$ cat src/rtl/dispatch_ctrl_if.sv
// Decode-to-dispatch bus: decoded instruction handshake, consumer credit returns
// and the dispatched instruction as seen by the reservation stations / ROB.
interface dispatch_ctrl_if #(
    parameter int TW = 4
);
    logic          valid_in;
    logic          ready_in;
    logic [31:0]   pc_in;
    logic [31:0]   imm_in;
    logic [4:0]    rs1_in;
    logic [4:0]    rs2_in;
    logic [4:0]    rd_in;
    logic [3:0]    alu_op_in;
    logic [6:0]    opcode_in;
    logic          flush;
    logic          alu_free;
    logic          lsu_free;
    logic          bru_free;
    logic          rob_free;
    logic          dispatch_valid;
    logic [2:0]    dispatch_target;
    logic [31:0]   pc_out;
    logic [31:0]   imm_out;
    logic [4:0]    rs1_out;
    logic [4:0]    rs2_out;
    logic [4:0]    rd_out;
    logic [3:0]    alu_op_out;
    logic [6:0]    opcode_out;
    logic [TW-1:0] rob_tag;
    logic          illegal;
    logic [31:0]   stall_count;

    modport master (
        output valid_in, pc_in, imm_in, rs1_in, rs2_in, rd_in, alu_op_in, opcode_in,
        output flush, alu_free, lsu_free, bru_free, rob_free,
        input  ready_in, dispatch_valid, dispatch_target, pc_out, imm_out,
        input  rs1_out, rs2_out, rd_out, alu_op_out, opcode_out, rob_tag,
        input  illegal, stall_count
    );

    modport slave (
        input  valid_in, pc_in, imm_in, rs1_in, rs2_in, rd_in, alu_op_in, opcode_in,
        input  flush, alu_free, lsu_free, bru_free, rob_free,
        output ready_in, dispatch_valid, dispatch_target, pc_out, imm_out,
        output rs1_out, rs2_out, rd_out, alu_op_out, opcode_out, rob_tag,
        output illegal, stall_count
    );
endinterface

$ cat src/rtl/dispatch_ctrl.sv
// Single-entry dispatch stage: classifies a decoded instruction and issues it to
// ALU/LSU/BRU once the target station and the ROB both hold a credit.
module dispatch_ctrl #(
    parameter int ALU_RS_DEPTH = 8,
    parameter int LSU_RS_DEPTH = 4,
    parameter int BRU_RS_DEPTH = 4,
    parameter int ROB_DEPTH    = 16,
    localparam int TW          = $clog2(ROB_DEPTH)
) (
    input logic             clk,
    input logic             reset,
    dispatch_ctrl_if.slave  bus
);
    localparam int MAX_RS = (ALU_RS_DEPTH > LSU_RS_DEPTH)
                          ? ((ALU_RS_DEPTH > BRU_RS_DEPTH) ? ALU_RS_DEPTH : BRU_RS_DEPTH)
                          : ((LSU_RS_DEPTH > BRU_RS_DEPTH) ? LSU_RS_DEPTH : BRU_RS_DEPTH);
    localparam int MAX_D  = (MAX_RS > ROB_DEPTH) ? MAX_RS : ROB_DEPTH;
    localparam int CW     = $clog2(MAX_D + 1);

    localparam logic [CW-1:0] ALU_D = CW'(ALU_RS_DEPTH);
    localparam logic [CW-1:0] LSU_D = CW'(LSU_RS_DEPTH);
    localparam logic [CW-1:0] BRU_D = CW'(BRU_RS_DEPTH);
    localparam logic [CW-1:0] ROB_D = CW'(ROB_DEPTH);

    typedef enum logic {EMPTY, FULL} state_t;

    state_t        state, state_nxt;
    logic [CW-1:0] alu_cr, lsu_cr, bru_cr, rob_cr;
    logic [TW-1:0] tail;
    logic          illegal_q;
    logic [31:0]   stall_q;

    logic [2:0]    tgt_p0;
    logic [31:0]   pc_p0, imm_p0;
    logic [4:0]    rs1_p0, rs2_p0, rd_p0;
    logic [3:0]    alu_op_p0;
    logic [6:0]    opcode_p0;

    logic [2:0]    cls;
    logic          credit_ok, can_go, disp, ready;
    logic          accept, accept_ok, accept_bad;

    // One-hot {BRU, LSU, ALU}; zero means the opcode cannot be dispatched.
    function automatic logic [2:0] classify(input logic [6:0] op);
        case (op)
            7'b0110011, 7'b0010011, 7'b0110111, 7'b0010111: return 3'b001;
            7'b0000011, 7'b0100011:                         return 3'b010;
            7'b1100011, 7'b1101111, 7'b1100111:             return 3'b100;
            default:                                        return 3'b000;
        endcase
    endfunction

    // A same-cycle take and return cancel; a return at full credit is dropped.
    function automatic logic [CW-1:0] credit_next(input logic [CW-1:0] cr,
                                                  input logic          dec,
                                                  input logic          free,
                                                  input logic [CW-1:0] depth);
        logic inc;
        inc = free && ((cr != depth) || dec);
        return cr + CW'(inc) - CW'(dec);
    endfunction

    assign cls       = classify(bus.opcode_in);
    assign credit_ok = (tgt_p0[0] && (alu_cr != '0)) ||
                       (tgt_p0[1] && (lsu_cr != '0)) ||
                       (tgt_p0[2] && (bru_cr != '0));
    assign can_go    = (state == FULL) && credit_ok && (rob_cr != '0);

    always_comb begin
        ready = 1'b0;
        disp  = 1'b0;
        case (state)
            EMPTY: ready = !bus.flush;
            FULL: begin
                disp  = can_go && !bus.flush;
                ready = disp;
            end
            default: ;
        endcase
    end

    assign accept     = bus.valid_in && ready;
    assign accept_ok  = accept && (cls != 3'b000);
    assign accept_bad = accept && (cls == 3'b000);

    always_comb begin
        state_nxt = state;
        case (state)
            EMPTY: if (accept_ok) state_nxt = FULL;
            FULL:  if (disp && !accept_ok) state_nxt = EMPTY;
            default: state_nxt = EMPTY;
        endcase
        if (bus.flush) state_nxt = EMPTY;
    end

    always_ff @(posedge clk or posedge reset) begin
        if (reset) state <= EMPTY;
        else       state <= state_nxt;
    end

    always_ff @(posedge clk or posedge reset) begin
        if (reset) begin
            alu_cr    <= ALU_D;
            lsu_cr    <= LSU_D;
            bru_cr    <= BRU_D;
            rob_cr    <= ROB_D;
            tail      <= '0;
            illegal_q <= 1'b0;
            stall_q   <= '0;
        end else if (bus.flush) begin
            alu_cr    <= ALU_D;
            lsu_cr    <= LSU_D;
            bru_cr    <= BRU_D;
            rob_cr    <= ROB_D;
            tail      <= '0;
            illegal_q <= 1'b0;
        end else begin
            alu_cr    <= credit_next(alu_cr, disp && tgt_p0[0], bus.alu_free, ALU_D);
            lsu_cr    <= credit_next(lsu_cr, disp && tgt_p0[1], bus.lsu_free, LSU_D);
            bru_cr    <= credit_next(bru_cr, disp && tgt_p0[2], bus.bru_free, BRU_D);
            rob_cr    <= credit_next(rob_cr, disp,              bus.rob_free, ROB_D);
            illegal_q <= accept_bad;
            if (disp)                      tail    <= tail + 1'b1;
            if (state == FULL && !can_go)  stall_q <= stall_q + 32'd1;
        end
    end

    // Hold register: accept_ok is never set during a flush since ready is low.
    always_ff @(posedge clk or posedge reset) begin
        if (reset) begin
            tgt_p0    <= '0;
            pc_p0     <= '0;
            imm_p0    <= '0;
            rs1_p0    <= '0;
            rs2_p0    <= '0;
            rd_p0     <= '0;
            alu_op_p0 <= '0;
            opcode_p0 <= '0;
        end else if (accept_ok) begin
            tgt_p0    <= cls;
            pc_p0     <= bus.pc_in;
            imm_p0    <= bus.imm_in;
            rs1_p0    <= bus.rs1_in;
            rs2_p0    <= bus.rs2_in;
            rd_p0     <= bus.rd_in;
            alu_op_p0 <= bus.alu_op_in;
            opcode_p0 <= bus.opcode_in;
        end
    end

    assign bus.ready_in        = ready;
    assign bus.dispatch_valid  = disp;
    assign bus.dispatch_target = disp ? tgt_p0 : 3'b000;
    assign bus.pc_out          = pc_p0;
    assign bus.imm_out         = imm_p0;
    assign bus.rs1_out         = rs1_p0;
    assign bus.rs2_out         = rs2_p0;
    assign bus.rd_out          = rd_p0;
    assign bus.alu_op_out      = alu_op_p0;
    assign bus.opcode_out      = opcode_p0;
    assign bus.rob_tag         = tail;
    assign bus.illegal         = illegal_q;
    assign bus.stall_count     = stall_q;
endmodule

$ cat src/flat_wrapper.sv
// flat-port wrapper written by rule: the top's interface ports become plain ports
module dispatch_ctrl_flat 
#(
    parameter int ALU_RS_DEPTH = 8,
    parameter int LSU_RS_DEPTH = 4,
    parameter int BRU_RS_DEPTH = 4,
    parameter int ROB_DEPTH    = 16,
    localparam int TW          = $clog2(ROB_DEPTH)
)
  (clk, reset, bus_valid_in, bus_pc_in, bus_imm_in, bus_rs1_in, bus_rs2_in, bus_rd_in, bus_alu_op_in, bus_opcode_in, bus_flush, bus_alu_free, bus_lsu_free, bus_bru_free, bus_rob_free, bus_ready_in, bus_dispatch_valid, bus_dispatch_target, bus_pc_out, bus_imm_out, bus_rs1_out, bus_rs2_out, bus_rd_out, bus_alu_op_out, bus_opcode_out, bus_rob_tag, bus_illegal, bus_stall_count);
  dispatch_ctrl_if #(.TW(4)) bus_i ();
  input logic clk;
  input logic reset;
  input wire logic [$bits(bus_i.valid_in)-1:0] bus_valid_in;
  input wire logic [$bits(bus_i.pc_in)-1:0] bus_pc_in;
  input wire logic [$bits(bus_i.imm_in)-1:0] bus_imm_in;
  input wire logic [$bits(bus_i.rs1_in)-1:0] bus_rs1_in;
  input wire logic [$bits(bus_i.rs2_in)-1:0] bus_rs2_in;
  input wire logic [$bits(bus_i.rd_in)-1:0] bus_rd_in;
  input wire logic [$bits(bus_i.alu_op_in)-1:0] bus_alu_op_in;
  input wire logic [$bits(bus_i.opcode_in)-1:0] bus_opcode_in;
  input wire logic [$bits(bus_i.flush)-1:0] bus_flush;
  input wire logic [$bits(bus_i.alu_free)-1:0] bus_alu_free;
  input wire logic [$bits(bus_i.lsu_free)-1:0] bus_lsu_free;
  input wire logic [$bits(bus_i.bru_free)-1:0] bus_bru_free;
  input wire logic [$bits(bus_i.rob_free)-1:0] bus_rob_free;
  output wire logic [$bits(bus_i.ready_in)-1:0] bus_ready_in;
  output wire logic [$bits(bus_i.dispatch_valid)-1:0] bus_dispatch_valid;
  output wire logic [$bits(bus_i.dispatch_target)-1:0] bus_dispatch_target;
  output wire logic [$bits(bus_i.pc_out)-1:0] bus_pc_out;
  output wire logic [$bits(bus_i.imm_out)-1:0] bus_imm_out;
  output wire logic [$bits(bus_i.rs1_out)-1:0] bus_rs1_out;
  output wire logic [$bits(bus_i.rs2_out)-1:0] bus_rs2_out;
  output wire logic [$bits(bus_i.rd_out)-1:0] bus_rd_out;
  output wire logic [$bits(bus_i.alu_op_out)-1:0] bus_alu_op_out;
  output wire logic [$bits(bus_i.opcode_out)-1:0] bus_opcode_out;
  output wire logic [$bits(bus_i.rob_tag)-1:0] bus_rob_tag;
  output wire logic [$bits(bus_i.illegal)-1:0] bus_illegal;
  output wire logic [$bits(bus_i.stall_count)-1:0] bus_stall_count;
  assign bus_i.valid_in = bus_valid_in;
  assign bus_i.pc_in = bus_pc_in;
  assign bus_i.imm_in = bus_imm_in;
  assign bus_i.rs1_in = bus_rs1_in;
  assign bus_i.rs2_in = bus_rs2_in;
  assign bus_i.rd_in = bus_rd_in;
  assign bus_i.alu_op_in = bus_alu_op_in;
  assign bus_i.opcode_in = bus_opcode_in;
  assign bus_i.flush = bus_flush;
  assign bus_i.alu_free = bus_alu_free;
  assign bus_i.lsu_free = bus_lsu_free;
  assign bus_i.bru_free = bus_bru_free;
  assign bus_i.rob_free = bus_rob_free;
  assign bus_ready_in = bus_i.ready_in;
  assign bus_dispatch_valid = bus_i.dispatch_valid;
  assign bus_dispatch_target = bus_i.dispatch_target;
  assign bus_pc_out = bus_i.pc_out;
  assign bus_imm_out = bus_i.imm_out;
  assign bus_rs1_out = bus_i.rs1_out;
  assign bus_rs2_out = bus_i.rs2_out;
  assign bus_rd_out = bus_i.rd_out;
  assign bus_alu_op_out = bus_i.alu_op_out;
  assign bus_opcode_out = bus_i.opcode_out;
  assign bus_rob_tag = bus_i.rob_tag;
  assign bus_illegal = bus_i.illegal;
  assign bus_stall_count = bus_i.stall_count;
  dispatch_ctrl #(.ALU_RS_DEPTH(ALU_RS_DEPTH), .LSU_RS_DEPTH(LSU_RS_DEPTH), .BRU_RS_DEPTH(BRU_RS_DEPTH), .ROB_DEPTH(ROB_DEPTH)) u_core (.clk(clk), .reset(reset), .bus(bus_i));
endmodule
$ cat config.mk
export PLATFORM = sky130hd
export DESIGN_NAME = dispatch_ctrl_flat
export DESIGN_NICKNAME = d
export VERILOG_FILES = /design/src/rtl/dispatch_ctrl_if.sv /design/src/rtl/dispatch_ctrl.sv /design/src/flat_wrapper.sv
export SDC_FILE = /design/constraint.sdc
export NUM_CORES = 1
export LEC_CHECK = 0
export CAP_MARGIN = 20
export CORE_MARGIN = 5
export CORE_UTILIZATION = 46
export DETAILED_ROUTE_END_ITERATION = 10
export PLACE_DENSITY = 0.81
export SYNTH_ARGS = -nofsm -noshare
export SYNTH_HDL_FRONTEND = slang
export SYNTH_SLANG_ARGS = --single-unit
$ cat constraint.sdc
create_clock -name clk -period 5.7 [get_ports clk]
set_clock_uncertainty 0.1 [all_clocks]
set_input_delay 0.57 -clock clk [delete_from_list [all_inputs] [get_ports clk]]
set_output_delay 0.57 -clock clk [all_outputs]
set_load 0.05 [all_outputs]
==> impl_metrics.env, run 1 <==
export IMPL_vdd_ir_drop_max_v=0.000221
export IMPL_die_height_um=132
export IMPL_fin_crit_ns=4.19
export IMPL_synth_most_common_cell="dfrtp_1"
export IMPL_holdBufCountCts=0
export IMPL_htree_levels=4
export IMPL_reg2reg_from="u_core.alu_cr[2]"
export IMPL_synth_edf_count=0
export IMPL_cp_max_fo=10
export IMPL_ys_types=44
export IMPL_cts_tree="yes"
export IMPL_drt_initial_drc_count=233
export IMPL_critPathLaunch="u_core.alu_cr[3]"
export IMPL_synth_top_area_share_pct=53.8
export IMPL_yosysSeqAreaShare_pct=55.3
export IMPL_synth_flop_cell="dfrtp_1"
export IMPL_critical_path_class="reg -> out"
export IMPL_setup_viol_count_final=0
export IMPL_endpoint_kind="output pin"
export IMPL_clk_path_buf_depth=2
export IMPL_yosys_top_cells_area="dfrtp_1, mux2_1, mux2_2, ha_1, xor2_1"
export IMPL_core_area_um2=14500
export IMPL_rows=44
export IMPL_start_util_pct=47.1
export IMPL_postRouteAntennaNets=0
export IMPL_ys_warn_count=0
export IMPL_clkPwrFrac_pct=28.6
export IMPL_place_hpwl_um=13100
export IMPL_wl_um=17700
export IMPL_cts_sinks=151
export IMPL_power_density_nw_per_um2=404
export IMPL_grt_max_degree=113
export IMPL_cp_required_ns=5.03
export IMPL_synth_area_leader_cell="dfrtp_1"
export IMPL_ys_top_cells_by_count="dfrtp_1, mux2_1, inv_1"
export IMPL_p_leak_nw=4.53
export IMPL_wl_per_cell_um=18.3
export IMPL_clk_latency_ns=0.41
export IMPL_comb_power_share_pct=36.6
export IMPL_drive_gt1_share_pct=10.9
export IMPL_hp_class="in -> async"
export IMPL_top_level_ports=230
export IMPL_tightest_slew_ns=0.899
export IMPL_slew_limit_headroom_pct=40.1
export IMPL_placed_cell_area_um2=9270
export IMPL_power_frac_seq_pct=34.8
export IMPL_synth_async_sr_flop_share_pct=100
export IMPL_cts_buffers=17
export IMPL_gp_congestion=0.825
export IMPL_postCtsSetupBuffers=0
export IMPL_ctsResizeCount=0
export IMPL_dr_pass1_iters=4
export IMPL_antenna_found_initial=1
export IMPL_hold_viol=0
export IMPL_cts_root_buf="clkbuf_16"
export IMPL_worst_setup_path_start_kind="flop"
export IMPL_switching_share_pct=36.2
export IMPL_maxCapViolations=0
export IMPL_rsz0062_at_grt="no"
export IMPL_io_buffers=229
export IMPL_timing_fmax_mhz=238
export IMPL_grt_usage_pct=20.5
export IMPL_fin_area_um2=9900
export IMPL_syn_avg_cell_area_um2=12.8
export IMPL_syn_nets=665
export IMPL_fillCellCount=1067
export IMPL_maxSlewViolCount=0
export IMPL_grt_pass1_vias=5420
export IMPL_postSynthCellCount=536
export IMPL_num_vias=4908
export IMPL_period_share_pct=73.6
export IMPL_syn2layout_area_growth_pct=44.8
export IMPL_ys_ff_latch=151
export IMPL_clk_pin_slew_ns=0.07
export IMPL_status="finished clean"
export IMPL_p_switching_mw=1.45
export IMPL_dieArea_um2=17400
export IMPL_worstPathArrival_ns=3.52
export IMPL_syn_area_um2=6840
export IMPL_grt_first_pass_wirelength_um=28700
export IMPL_die_w_um=132
export IMPL_drc_errors=0
export IMPL_setup_tns_ns=0
export IMPL_vias_per_cell=5.08
export IMPL_overflow=0
export IMPL_p_int_mw=2.55
export IMPL_final_nets=900
## cell usage in the layout (no fill, tap or decap), drive strengths merged, types with 2 or more instances in the layout
cell	instances
clkdlybuf4s50	229
dfrtp	147
mux2	90
inv	41
nor2	31
xor2	29
ha	27
nand2	23
clkbuf	20
nor3	17
xnor2	17
a21oi	13
nor2b	8
nand4	8
nand3	7
o21ai	7
nand2b	6
a21o	5
buf	5
nor4	5
and2	4
o21a	4
or3	4
fa	4
dfstp	4
clkinv	4
or4b	3
o2111ai	3
nor3b	3
bufinv	3
nor4b	2
## registers in the layout, indices dropped and copies added, names as in the netlist, 7 cells and up
| name | count |
|---|---|
| u_core.bus.pc_out | 32 |
| u_core.bus.stall_count | 32 |
| u_core.bus.opcode_out | 7 |
| u_core.bus.imm_out | 32 |
## power by group through the flow
stage / Combinational [mW] / Sequential, mW / Clock (mW)
after floorplan: 0.440 / 1.91 / 0
after global placement: 1.42 / 1.39 / 0
after detailed placement: 1.47 / 1.41 / 0
after CTS: 1.48 / 1.39 / 1.17
after global routing: 1.55 / 1.42 / 1.21
final: 1.47 / 1.39 / 1.14
## worst paths after layout
| check | to | slack (ns) | cells past startpoint |
|---|---|---|---|
| setup / recovery | bus_dispatch_target[2] | 1.51 | 8 |
| hold / removal | u_core.bus.imm_out[17] | 0.33 | 2 |
| setup reg to reg | u_core.bru_cr[4] | 1.80 | 17 |
| hold reg to reg | u_core.bus.opcode_out[1] | 0.36 | 1 |
| max in group asynchronous | u_core.bru_cr[2] | 3.89 | 4 |
| min in group clk | u_core.bus.opcode_out[1] | 0.36 | 1 |
## per-stage QoR
step | power (mW) | worst slack, ns | std cells | utilization [%] | hold WS (ns)
final | 4.00 | 1.51 | 967 | 68.1 | 0.334
after global routing | 4.18 | 1.40 | 967 | 68.1 | 0.342
after global placement | 2.82 | 1.76 | 935 | 63.8 | 0.351
after floorplan | 2.35 | 0.969 | 536 | - | 0.370
after detailed placement | 2.88 | 1.62 | 935 | 63.8 | 0.351
after CTS | 4.04 | 1.49 | 965 | 67.9 | 0.370
## critical path, cell delays in order, from the launching register on
cell and delay, ns:
dfstp_2 0.55, inv_1 0.06, ha_1 0.16, or4b_1 0.17, a222oi_1 0.11, buf_4 0.20, nor3b_1 0.71, and2_1 0.30
clkdlybuf4s50_1 0.85
## routing by layer
layer	global-route usage (%)	wire, um	vias up
li1	-	-	2294
met2	34.3	8890	171
met4	12.5	937	0
met1	23.1	6840	2383
met5	0	0	-
met3	6.07	1050	60
## kinds of logic after synthesis
kind of cell             after synthesis  synth area share (%)
flip-flops                           151                  55.3
AO/OA/AOI/OAI                         36                  3.66
XOR/XNOR                              46                  6.00
multiplexers                          91                  15.0
adder cells (fa/ha/maj)               31                  6.11
AND/OR/NAND/NOR                      124                  9.86
buffers and inverters                 57                  4.08
## final cells by class
class                      instances  area (um^2)  area share (%)
sequential                       151         3780            38.2
antenna                            1         2.50          0.0253
inverter                          39          151            1.53
clock buffer                      20          457            4.61
timing repair buffer             234         2350            23.7
tap                              184          230            2.32
clock inverter                    10          146            1.48
multi-input combinational        328         2780            28.1
Note: power is estimated with default switching activity, not from simulation.
==> run 2, diff against run 1 <==
- clock period: 5.7 -> 4.2 ns (I/O delays scaled with it)
==> run 2 against run 1 <==
  * Critical path depth unchanged
  * Register-to-register slack worse by 1.4 ns
  * Wire length up 0.84%
  * Sequential power up 36%
  * Largest cell class unchanged
  * First-iteration DRC count down 21%
  * Global-route usage up 0.45 points
  * Largest power group unchanged
  * Via count up 1.0%
  * Die area unchanged
  * Final area up 1.2%
==> impl_metrics.env, run 2 (synthesis results as in run 1) <==
export IMPL_top_level_ports=230
export IMPL_die_height_um=132
export IMPL_dr_pass1_iters=4
export IMPL_reg2reg_from="u_core.alu_cr[2]"
export IMPL_rsz0062_at_grt="no"
export IMPL_grt_max_degree=75
export IMPL_power_density_nw_per_um2=563
export IMPL_setup_tns_ns=0
export IMPL_vias_per_cell=5.10
export IMPL_cts_buffers=17
export IMPL_place_hpwl_um=13300
export IMPL_p_leak_nw=4.60
export IMPL_wl_per_cell_um=18.4
export IMPL_hold_ws_ns=0.259
export IMPL_holdBufCountCts=0
export IMPL_tightest_slew_ns=0.660
export IMPL_p_switching_mw=1.98
export IMPL_critical_path_class="reg -> out"
export IMPL_drive_gt1_share_pct=12.1
export IMPL_critPathLaunch="u_core.alu_cr[2]"
export IMPL_busiest_layer="met2"
export IMPL_cp_max_fo=9
export IMPL_grt_usage_pct=21.0
export IMPL_worstPathArrival_ns=3.35
export IMPL_maxSlewViolCount=0
export IMPL_finalPower_mw=5.64
export IMPL_rows=44
export IMPL_cts_sinks=151
export IMPL_antenna_found_initial=0
export IMPL_vdd_ir_drop_max_v=0.000303
export IMPL_drc_errors=0
export IMPL_status="finished clean"
export IMPL_gp_congestion=0.839
export IMPL_clk_path_buf_depth=2
export IMPL_syn2layout_area_growth_pct=46.5
export IMPL_grtUsageMet2_pct=36.3
export IMPL_final_cell_mix="clkdlybuf4s50_1, dfrtp_1, mux2_1, inv_1, mux2_2"
export IMPL_grt_first_pass_wirelength_um=29400
export IMPL_setup_viol_count_final=0
export IMPL_worst_setup_path_start_kind="flop"
export IMPL_p_int_mw=3.65
export IMPL_diodes=0
export IMPL_ctsResizeCount=0
export IMPL_dieArea_um2=17400
export IMPL_fin_area_um2=10000
export IMPL_clk_latency_ns=0.41
export IMPL_period_share_pct=92.0
export IMPL_comb_power_share_pct=35.4
export IMPL_wl_um=17900
export IMPL_met3_usage_pct=6.79
export IMPL_placed_cell_area_um2=9320
export IMPL_clk_pin_slew_ns=0.06
export IMPL_core_area_um2=14500
export IMPL_cts_root_buf="clkbuf_16"
export IMPL_die_w_um=132
export IMPL_hold_viol=0
export IMPL_utilization_pct=68.9
export IMPL_drt_initial_drc_count=185
export IMPL_r2r_slack_ns=0.40
export IMPL_maxCapViolations=0
export IMPL_fin_crit_ns=3.87
export IMPL_switching_share_pct=35.2
export IMPL_start_util_pct=47.1
export IMPL_htree_levels=4
export IMPL_grt_pass1_vias=5412
export IMPL_io_buffers=229
export IMPL_postCtsSetupBuffers=0
export IMPL_power_frac_seq_pct=33.5
export IMPL_slew_limit_headroom_pct=56.0
export IMPL_overflow=0
export IMPL_endpoint_kind="output pin"
export IMPL_final_nets=904
export IMPL_clkPwrFrac_pct=31.1
export IMPL_cp_required_ns=3.68
export IMPL_met1_usage_pct=24.5
export IMPL_cts_tree="yes"
export IMPL_timing_fmax_mhz=259
export IMPL_num_vias=4959
export IMPL_postRouteAntennaNets=0
export IMPL_layout_commonest_cell="clkdlybuf4s50_1"
export IMPL_hp_class="in -> async"
## run 2: cell types whose count changed in the layout (fill, tap and decap cells not counted), moves of 2 or more
cell             previous run  this run
buf_12                      0         3
buf_4                       4         9
bufinv_16                   3         6
clkdlybuf4s50_1           229       226
clkinv_2                    1         3
inv_6                       3         1
## run 2: through the flow
stage	setup slack [ns]	instances
after floorplan	0.104	536
after global placement	0.707	939
after detailed placement	0.438	939
after CTS	0.304	971
after global routing	0.163	972
final	0.334	972
## run 2: final timing paths
path | end | cells past startpoint
setup / recovery | bus_ready_in | 8
hold / removal | u_core.bus.rd_out[2] | 2
setup reg to reg | u_core.alu_cr[4] | 16
hold reg to reg | u_core.bus.opcode_out[0] | 1
max in group asynchronous | u_core.bru_cr[2] | 3
min in group clk | u_core.bus.opcode_out[0] | 1
## run 2: layer usage
metal,wire [um],part of all wire [%]
met1,6980,39
met2,9260,52
met3,1160,6.5
met4,457,2.6
met5,0,0
## run 2: layout make-up
class / count / area, um^2
Sequential cell: 151 / 3780
Clock inverter: 12 / 221
Clock buffer: 20 / 457
Tap cell: 184 / 230
Inverter: 39 / 150
Timing Repair Buffer: 238 / 2390
Multi-Input combinational cell: 328 / 2790
Fill cell: 1035 / 4510
## run 2: power by group through the flow
| stage | registers [mW] | logic, mW | clock network (mW) |
|---|---|---|---|
| 6_report | 1.89 | 1.99 | 1.75 |
| 5_1_grt | 1.92 | 2.13 | 1.85 |
| 4_1_cts | 1.89 | 2.01 | 1.78 |
| 3_5_place_dp | 1.91 | 1.99 | 0 |
| 3_3_place_gp | 1.89 | 1.93 | 0 |
| 2_1_floorplan | 2.59 | 0.599 | 0 |
## run 2: worst max-delay path, cell delays in order (launching register included)
cell and delay, ns:
dfrtp_1 0.39, inv_1 0.12, ha_1 0.16, or4b_1 0.48, a222oi_1 0.50, buf_4 0.28
o21ai_2 0.10, nor2b_1 0.17, clkdlybuf4s50_1 0.72
